[config.mk]
export PLATFORM = sky130hd
export DESIGN_NAME = pwm_capture
export DESIGN_NICKNAME = d
export VERILOG_FILES = /design/src/rtl/pwm_capture.sv
export SDC_FILE = /design/constraint.sdc
export NUM_CORES = 1
export LEC_CHECK = 0
export ABC_CLOCK_PERIOD_IN_PS = 6500
export CORE_ASPECT_RATIO = 1.75
export CORE_UTILIZATION = 45
export DETAILED_ROUTE_END_ITERATION = 10
export GPL_TIMING_DRIVEN = 1
export PLACE_DENSITY = 0.67
export SKIP_LAST_GASP = 1
export SLEW_MARGIN = 25
export SYNTH_ARGS = -nofsm -noshare
export SYNTH_HDL_FRONTEND = slang
export SYNTH_SLANG_ARGS = --single-unit
[constraint.sdc]
create_clock -name clk -period 6.5 [get_ports clk]
set_clock_uncertainty 0.2 [all_clocks]
set_input_delay 1.95 -clock clk [delete_from_list [all_inputs] [get_ports clk]]
set_output_delay 1.95 -clock clk [all_outputs]
set_load 0.01 [all_outputs]
[src/rtl/pwm_capture.sv]
// PWM capture: synchronizes an asynchronous PWM input and measures high time and period in clk cycles.
// Optional 3-sample glitch filter on the synchronized input: define PWM_CAPTURE_GLITCH_FILTER_EN.
module pwm_capture #(
   parameter int WIDTH = 16
) (
   input  logic             clk,
   input  logic             rst_n,
   input  logic             en,
   input  logic             pwm_in,
   output logic [WIDTH-1:0] high_cnt,
   output logic [WIDTH-1:0] period_cnt,
   output logic             valid,
   output logic             timeout,
   output logic             level
);

   typedef enum logic [1:0] {
      IDLE = 2'd0,
      HIGH = 2'd1,
      LOW  = 2'd2
   } state_t;

   localparam logic [WIDTH-1:0] CNT_MAX = '1;
   localparam logic [WIDTH-1:0] CNT_ONE = WIDTH'(1);

   logic sync1_q, sync1_d;
   logic sync2_q, sync2_d;
   logic lvl_cur, lvl_prev;
   logic rise, fall;

   always_comb begin
      sync1_d = pwm_in;
      sync2_d = sync1_q;
   end

   // NOTE: sequential state uses non-blocking assignments so every flop samples pre-edge values.
   always_ff @(posedge clk or negedge rst_n) begin
      if (!rst_n) begin
         sync1_q <= 1'b0;
         sync2_q <= 1'b0;
      end else begin
         sync1_q <= sync1_d;
         sync2_q <= sync2_d;
      end
   end

`ifdef PWM_CAPTURE_GLITCH_FILTER_EN
   logic hist1_q, hist1_d;
   logic hist2_q, hist2_d;
   logic filt_q, filt_d;

   // The filtered level only moves once three consecutive synchronized samples agree.
   always_comb begin
      hist1_d = sync2_q;
      hist2_d = hist1_q;
      filt_d  = filt_q;
      if ((sync2_q == hist1_q) && (sync2_q == hist2_q)) begin
         filt_d = sync2_q;
      end
   end

   always_ff @(posedge clk or negedge rst_n) begin
      if (!rst_n) begin
         hist1_q <= 1'b0;
         hist2_q <= 1'b0;
         filt_q  <= 1'b0;
      end else begin
         hist1_q <= hist1_d;
         hist2_q <= hist2_d;
         filt_q  <= filt_d;
      end
   end

   assign lvl_cur  = filt_d;
   assign lvl_prev = filt_q;
   assign level    = filt_q;
`else
   logic sync2_dly_q, sync2_dly_d;

   always_comb begin
      sync2_dly_d = sync2_q;
   end

   always_ff @(posedge clk or negedge rst_n) begin
      if (!rst_n) begin
         sync2_dly_q <= 1'b0;
      end else begin
         sync2_dly_q <= sync2_dly_d;
      end
   end

   assign lvl_cur  = sync2_q;
   assign lvl_prev = sync2_dly_q;
   assign level    = sync2_q;
`endif

   assign rise = lvl_cur & ~lvl_prev;
   assign fall = ~lvl_cur & lvl_prev;

   state_t           state_q, state_d;
   logic [WIDTH-1:0] cnt_q, cnt_d;
   logic [WIDTH-1:0] cnt_inc;
   logic [WIDTH-1:0] high_lat_q, high_lat_d;
   logic [WIDTH-1:0] high_cnt_q, high_cnt_d;
   logic [WIDTH-1:0] period_cnt_q, period_cnt_d;
   logic             valid_q, valid_d;
   logic             timeout_q, timeout_d;

   assign cnt_inc = (cnt_q == CNT_MAX) ? cnt_q : cnt_q + CNT_ONE;

   // NOTE: every signal gets a default before the case so no latch can be inferred.
   always_comb begin
      state_d      = state_q;
      cnt_d        = cnt_q;
      high_lat_d   = high_lat_q;
      high_cnt_d   = high_cnt_q;
      period_cnt_d = period_cnt_q;
      valid_d      = 1'b0;
      timeout_d    = timeout_q;

      if (!en) begin
         state_d   = IDLE;
         cnt_d     = '0;
         timeout_d = 1'b0;
      end else begin
         unique case (state_q)
            IDLE: begin
               cnt_d = '0;
               if (rise) begin
                  state_d = HIGH;
                  cnt_d   = CNT_ONE;
               end
            end
            HIGH: begin
               cnt_d = cnt_inc;
               if (fall) begin
                  high_lat_d = cnt_q;
                  state_d    = LOW;
               end else if (cnt_q == CNT_MAX) begin
                  state_d   = IDLE;
                  cnt_d     = '0;
                  timeout_d = 1'b1;
               end
            end
            LOW: begin
               // A rise on the terminal count still closes the period rather than timing out.
               if (rise) begin
                  period_cnt_d = cnt_q;
                  high_cnt_d   = high_lat_q;
                  valid_d      = 1'b1;
                  timeout_d    = 1'b0;
                  cnt_d        = CNT_ONE;
                  state_d      = HIGH;
               end else if (cnt_q == CNT_MAX) begin
                  state_d   = IDLE;
                  cnt_d     = '0;
                  timeout_d = 1'b1;
               end else begin
                  cnt_d = cnt_inc;
               end
            end
            default: begin
               state_d = IDLE;
               cnt_d   = '0;
            end
         endcase
      end
   end

   always_ff @(posedge clk or negedge rst_n) begin
      if (!rst_n) begin
         state_q      <= IDLE;
         cnt_q        <= '0;
         high_lat_q   <= '0;
         high_cnt_q   <= '0;
         period_cnt_q <= '0;
         valid_q      <= 1'b0;
         timeout_q    <= 1'b0;
      end else begin
         state_q      <= state_d;
         cnt_q        <= cnt_d;
         high_lat_q   <= high_lat_d;
         high_cnt_q   <= high_cnt_d;
         period_cnt_q <= period_cnt_d;
         valid_q      <= valid_d;
         timeout_q    <= timeout_d;
      end
   end

   assign high_cnt   = high_cnt_q;
   assign period_cnt = period_cnt_q;
   assign valid      = valid_q;
   assign timeout    = timeout_q;

endmodule

==> impl_metrics.yaml, run 1 <==
status:
  outcome: "completed"
floorplan:
  die-area_um2: 7030
  die_x_um: 63.8
  initial_core_util_pct: 46.4
  std_cell_rows: 39
  num_io_pins: 39
  coreArea_um2: 6490
  die_h_um: 110
detailed_routing:
  wire_per_inst_um: 15.7
  first_pass_iters: 4
  vias_per_cell: 5.50
  drc: 0
  vias: 1951
  first_iter_violations: 54
  antenna_left: 0
  wl_um: 5570
sta:
  hold_violations: 0
  period_share_pct: 58.8
  drv_slew: 0
  max_clock_freq_ghz: 0.261
  max_slew_margin_pct: 47.8
  rsz0062_at_grt: "no"
  tightest_slew_ns: 0.781
  setup_violations: 0
  fin_crit_ns: 3.83
  hold_ws_ns: 0.155
  tns_ns: 0
clocking:
  cts.sinks: 71
  cts_inserted_buffers: 9
  cts_setup_buffers: 0
  cts_hold_buffers: 0
  clock_latency_ns: 0.33
  cts.path.max_buffers: 2
  cts.htree.levels: 3
  cts_tree: "yes"
  cts_resized: 0
  clkSlewWorstSetupHoldPaths_ns: 0.05
  cts_root_buf: "clkbuf_16"
worst_setup_path:
  critPathRequiredTime_ns: 6.51
  path_class: "in2reg"
  path_max_fanout: 18
  start_kind: "input port"
  rr_startpoint: "cnt_q[0]"
  worst-r2r-cell-count: 9
  crit_path_end_kind: "flop"
  reg2reg_slack_ns: 3.66
  r2r_end: "cnt_q[0]"
  worstPathArrival_ns: 3.84
final_layout:
  multi_input_area_um2: 1160
  area_growth_pct: 23.1
  n_antenna_cell: 0
  seqCellArea_um2: 1780
  drive_gt1_share_pct: 26.4
  nets: 276
  num-fill-cells: 543
synthesis:
  syn_inst: 227
  ys_warn_count: 0
  ys_async_sr_fraction_pct: 100
  synth_area_um2: 3010
  synth_edf_count: 0
  yosysSeqAreaShare_pct: 59.0
  synth-seq-cells: 71
  syn_nets: 233
  ys_types: 44
  syn_area_per_cell_um2: 13.3
  synthFlopType: "dfrtp_1"
global_route:
  antenna_found_initial: 0
  grt_pass1_wl_um: 9010
  grt_overflow_total: 0
  grt_usage_pct: 17.2
  grt_pass1_vias: 1915
  grt_start_max_net_pins: 47
place:
  numPortBuffers: 38
  dp_hpwl_um: 3710
  place_congestion: 0.837
worst_hold_path:
  worstHoldPathCells: 0
  min_to: "level"
  hp-class: "reg2reg"
  min_from: "sync1_q"
flow_run:
  cap_violations: 0
power:
  vdd_ir_drop_max_mv: 0.178
  p_leak_nw: 1.71
  p_per_area_nw_per_um2: 240
-- worst max-delay path by stage --
stage	from	end	slack, ns	cells past startpoint
5_1_grt	en	period_cnt[15]	2.56	4
2_1_floorplan	en	high_lat_q[10]	3.28	4
3_5_place_dp	en	high_cnt[4]	2.32	4
4_1_cts	en	high_cnt[4]	2.67	4
3_3_place_gp	en	high_cnt[7]	2.36	4
6_report	en	high_cnt[4]	2.67	4
-- layout make-up --
| type | count | share of cell area (%) |
|---|---|---|
| Clock buffer | 12 | 6.38 |
| Clock inverter | 2 | 0.270 |
| Inverter | 7 | 0.709 |
| Multi-Input combinational cell | 141 | 31.4 |
| Sequential cell | 71 | 48.0 |
| Tap cell | 82 | 2.77 |
| Timing Repair Buffer | 40 | 10.5 |
-- cell usage after synthesis, types with 2 or more instances --
cell type	instances	area, µm²
dfrtp_1	71	1780
mux2_2	48	541
nand2_1	12	45.0
a21oi_1	11	55.1
inv_1	6	22.5
o21ai_0	6	30.0
a211oi_1	5	37.5
buf_2	5	25.0
or3_1	5	31.3
nand2b_1	4	25.0
nor2_1	4	15.0
nor3_1	4	20.0
o31ai_1	4	30.0
nand3_1	3	15.0
nor2b_1	3	18.8
or4_1	3	22.5
and4_1	2	17.5
ha_1	2	25.0
nand4_1	2	12.5
nor3b_1	2	15.0
o22ai_1	2	12.5
-- report_power, final --
group / total (W) / switching [W] / internal (W)
Sequential: 0.000450 / 0.00000390 / 0.000446
Clock: 0.000414 / 0.000162 / 0.000252
Combinational: 0.0000260 / 0.0000168 / 0.00000912
-- cells in the final DEF, fill, tap and decap left out, drive strengths merged, types with 5 or more instances in the layout --
cell type,Yosys,layout
dfrtp,71,71
clkdlybuf4s50,0,37
a21oi,11,11
or3,5,5
mux2,48,48
o21ai,6,6
nor2,5,5
nand2,12,12
a211oi,5,5
clkbuf,2,12
inv,7,7
-- logic make-up after synthesis --
| family | Yosys count | synth area share, % |
|---|---|---|
| flops | 71 | 59.0 |
| simple gates | 54 | 11.5 |
| mux | 48 | 18.0 |
| compound gates | 35 | 7.73 |
| buf+inv | 15 | 2.37 |
| xor+xnor | 2 | 0.582 |
| fa+ha+maj | 2 | 0.831 |
-- state kept, by name (all words and copies together), names as in the netlist --
register / count
cnt_q: 16
high_cnt: 16
high_lat_q: 16
level: 1
lvl_prev: 1
period_cnt: 16
state_q: 2
sync1_q: 1
timeout: 1
valid: 1
-- worst max-delay path, cell delays in order --
cell and delay, ns:
clkdlybuf4s50_1 0.54, nand2_1 0.58, buf_4 0.38, mux2_2 0.37
-- per-stage QoR --
stage	setup WS (ns)	power, W	std cells	area [µm²]	utilization (%)
after floorplan	3.28	0.000469	227	3010	-
after global placement	2.36	0.000483	341	3460	53.3
after detailed placement	2.32	0.000484	341	3460	53.3
after CTS	2.67	0.000901	355	3700	57.1
after global routing	2.56	0.000928	355	3700	57.1
final	2.67	0.000890	355	3700	57.1
-- routing by layer --
layer,global-route usage [%],up-vias,wire (µm)
met5,0,-,0
met4,10.1,0,170
met3,5.66,15,212
met2,29.1,43,2920
met1,18.8,987,2260
li1,-,906,-
Power figures use the tool's default switching activity.
==> inputs of run 2 (changes only) <==
ABC_CLOCK_PERIOD_IN_PS = 3800   (was 6500)
clock period = 3.8 ns   (was 6.5 ns; I/O delays follow)
==> run 2 against run 1 <==
Effect of this change:
- sequential power increased by 71%
- core utilization increased by 0.42 points
- global-route usage increased by 0.64 points
- first-iteration DRC count increased by 100%
- sequential share of layout area decreased by 0.35 points
- highest routed layer unchanged
==> impl_metrics.yaml, run 2 (synthesis gave the netlist of run 1 again) <==
worst_setup_path:
  cp_cell_sequence: "clkdlybuf4s50_1"
  crit_family: "buffers and inverters"
  startpoint: "level"
  worst-r2r-cell-count: 9
  slowest_stage: "clkdlybuf4s50_1"
  reg2reg_slack_ns: 1.45
  path_class: "reg2out"
  critPathMaxStageDelay_ns: 0.58
  r2r_end: "cnt_q[0]"
  crit_path_end_kind: "output port"
  worstPathArrival_ns: 1.38
  critPathRequiredTime_ns: 2.46
  start_kind: "flop"
  crit_cells: 1
  crit_buf_inv: 1
  rr_startpoint: "cnt_q[1]"
  path_max_fanout: 9
  endpoint: "level"
power:
  p_leak_nw: 1.72
  vdd_ir_drop_max_mv: 0.272
  p_per_area_nw_per_um2: 407
final_layout:
  stdcell_area_um2: 3730
  final_cell_mix: "dfrtp_1 (71), mux2_2 (48), clkdlybuf4s50_1 (37)"
  nets: 278
  area_growth_pct: 24.0
  n_antenna_cell: 0
  drive_gt1_share_pct: 26.9
  final_common_cell: "dfrtp_1"
sta:
  max_slew_margin_pct: 49.2
  max_clock_freq_ghz: 0.368
  rsz0062_at_grt: "no"
  tns_ns: 0
  tightest_slew_ns: 0.763
  drv_slew: 0
  fin_crit_ns: 2.72
  period_share_pct: 71.6
  hold_violations: 0
  setup_violations: 0
flow_run:
  cap_violations: 0
clocking:
  cts_tree: "yes"
  clkSlewWorstSetupHoldPaths_ns: 0.05
  cts_root_buf: "clkbuf_16"
  cts_resized: 0
  cts.path.max_buffers: 2
  cts.htree.levels: 3
  cts_inserted_buffers: 9
  cts.sinks: 71
  cts_setup_buffers: 0
  cts_hold_buffers: 0
  clock_latency_ns: 0.32
detailed_routing:
  first_pass_iters: 4
  wire_per_inst_um: 15.2
  vias: 1949
  drc: 0
  first_iter_violations: 108
  vias_per_cell: 5.46
  wl_um: 5410
  antenna_left: 0
global_route:
  grt_start_max_net_pins: 41
  grt_overflow_total: 0
  grt_pass1_vias: 2002
  grt_usage_pct: 17.9
  grt_pass1_wl_um: 9290
  antenna_found_initial: 0
place:
  place_congestion: 0.820
  dpl-instance-area_um2: 3490
  dp_hpwl_um: 3760
  numPortBuffers: 38
floorplan:
  initial_core_util_pct: 46.4
  die_h_um: 110
  die-area_um2: 7030
  coreArea_um2: 6490
  num_io_pins: 39
  die_x_um: 63.8
  std_cell_rows: 39
worst_hold_path:
  hp-class: "reg2reg"
  min_from: "sync1_q"
status:
  outcome: "completed"
## run 2: stage by stage
stage | hold slack [ns] | worst slack [ns] | std cells | total power [W] | util [%]
2_1_floorplan | 0.131 | 1.39 | 227 | 0.000803 | -
3_3_place_gp | 0.136 | 0.765 | 343 | 0.000829 | 53.7
3_5_place_dp | 0.140 | 0.729 | 343 | 0.000830 | 53.7
4_1_cts | 0.152 | 1.07 | 357 | 0.00154 | 57.5
5_1_grt | 0.164 | 0.993 | 357 | 0.00159 | 57.5
6_report | 0.150 | 1.08 | 357 | 0.00152 | 57.5
## run 2: routing by layer
metal	GRT usage [%]	vias up	part of all wire [%]
li1	-	918	-
met1	19.6	981	40
met2	30.0	37	54
met3	4.32	13	2.9
met4	12.8	0	2.9
met5	0	-	0
## run 2: area by class of cell
| type | count | area (µm²) |
|---|---|---|
| sequential | 71 | 1780 |
| timing repair buffer | 42 | 418 |
| fill | 555 | 2760 |
| clock buffer | 12 | 236 |
| multi-input combinational | 141 | 1160 |
| tap | 82 | 103 |
| clock inverter | 2 | 10.0 |
| inverter | 7 | 26.3 |
## run 2: worst min-delay path by stage
stage / to / slack (ns) / cells past startpoint
detailed placement: level / 0.14 / 0
global route: level / 0.16 / 0
floorplan: level / 0.13 / 0
CTS: level / 0.15 / 0
global placement: level / 0.14 / 0
finish: level / 0.15 / 0
## run 2: report_power, final
part	internal [W]	switching [W]	total (W)	leakage [nW]
Combinational	0.0000171	0.0000293	0.0000465	0.618
Clock	0.000431	0.000270	0.000702	0.122
Sequential	0.000763	0.00000650	0.000770	0.983
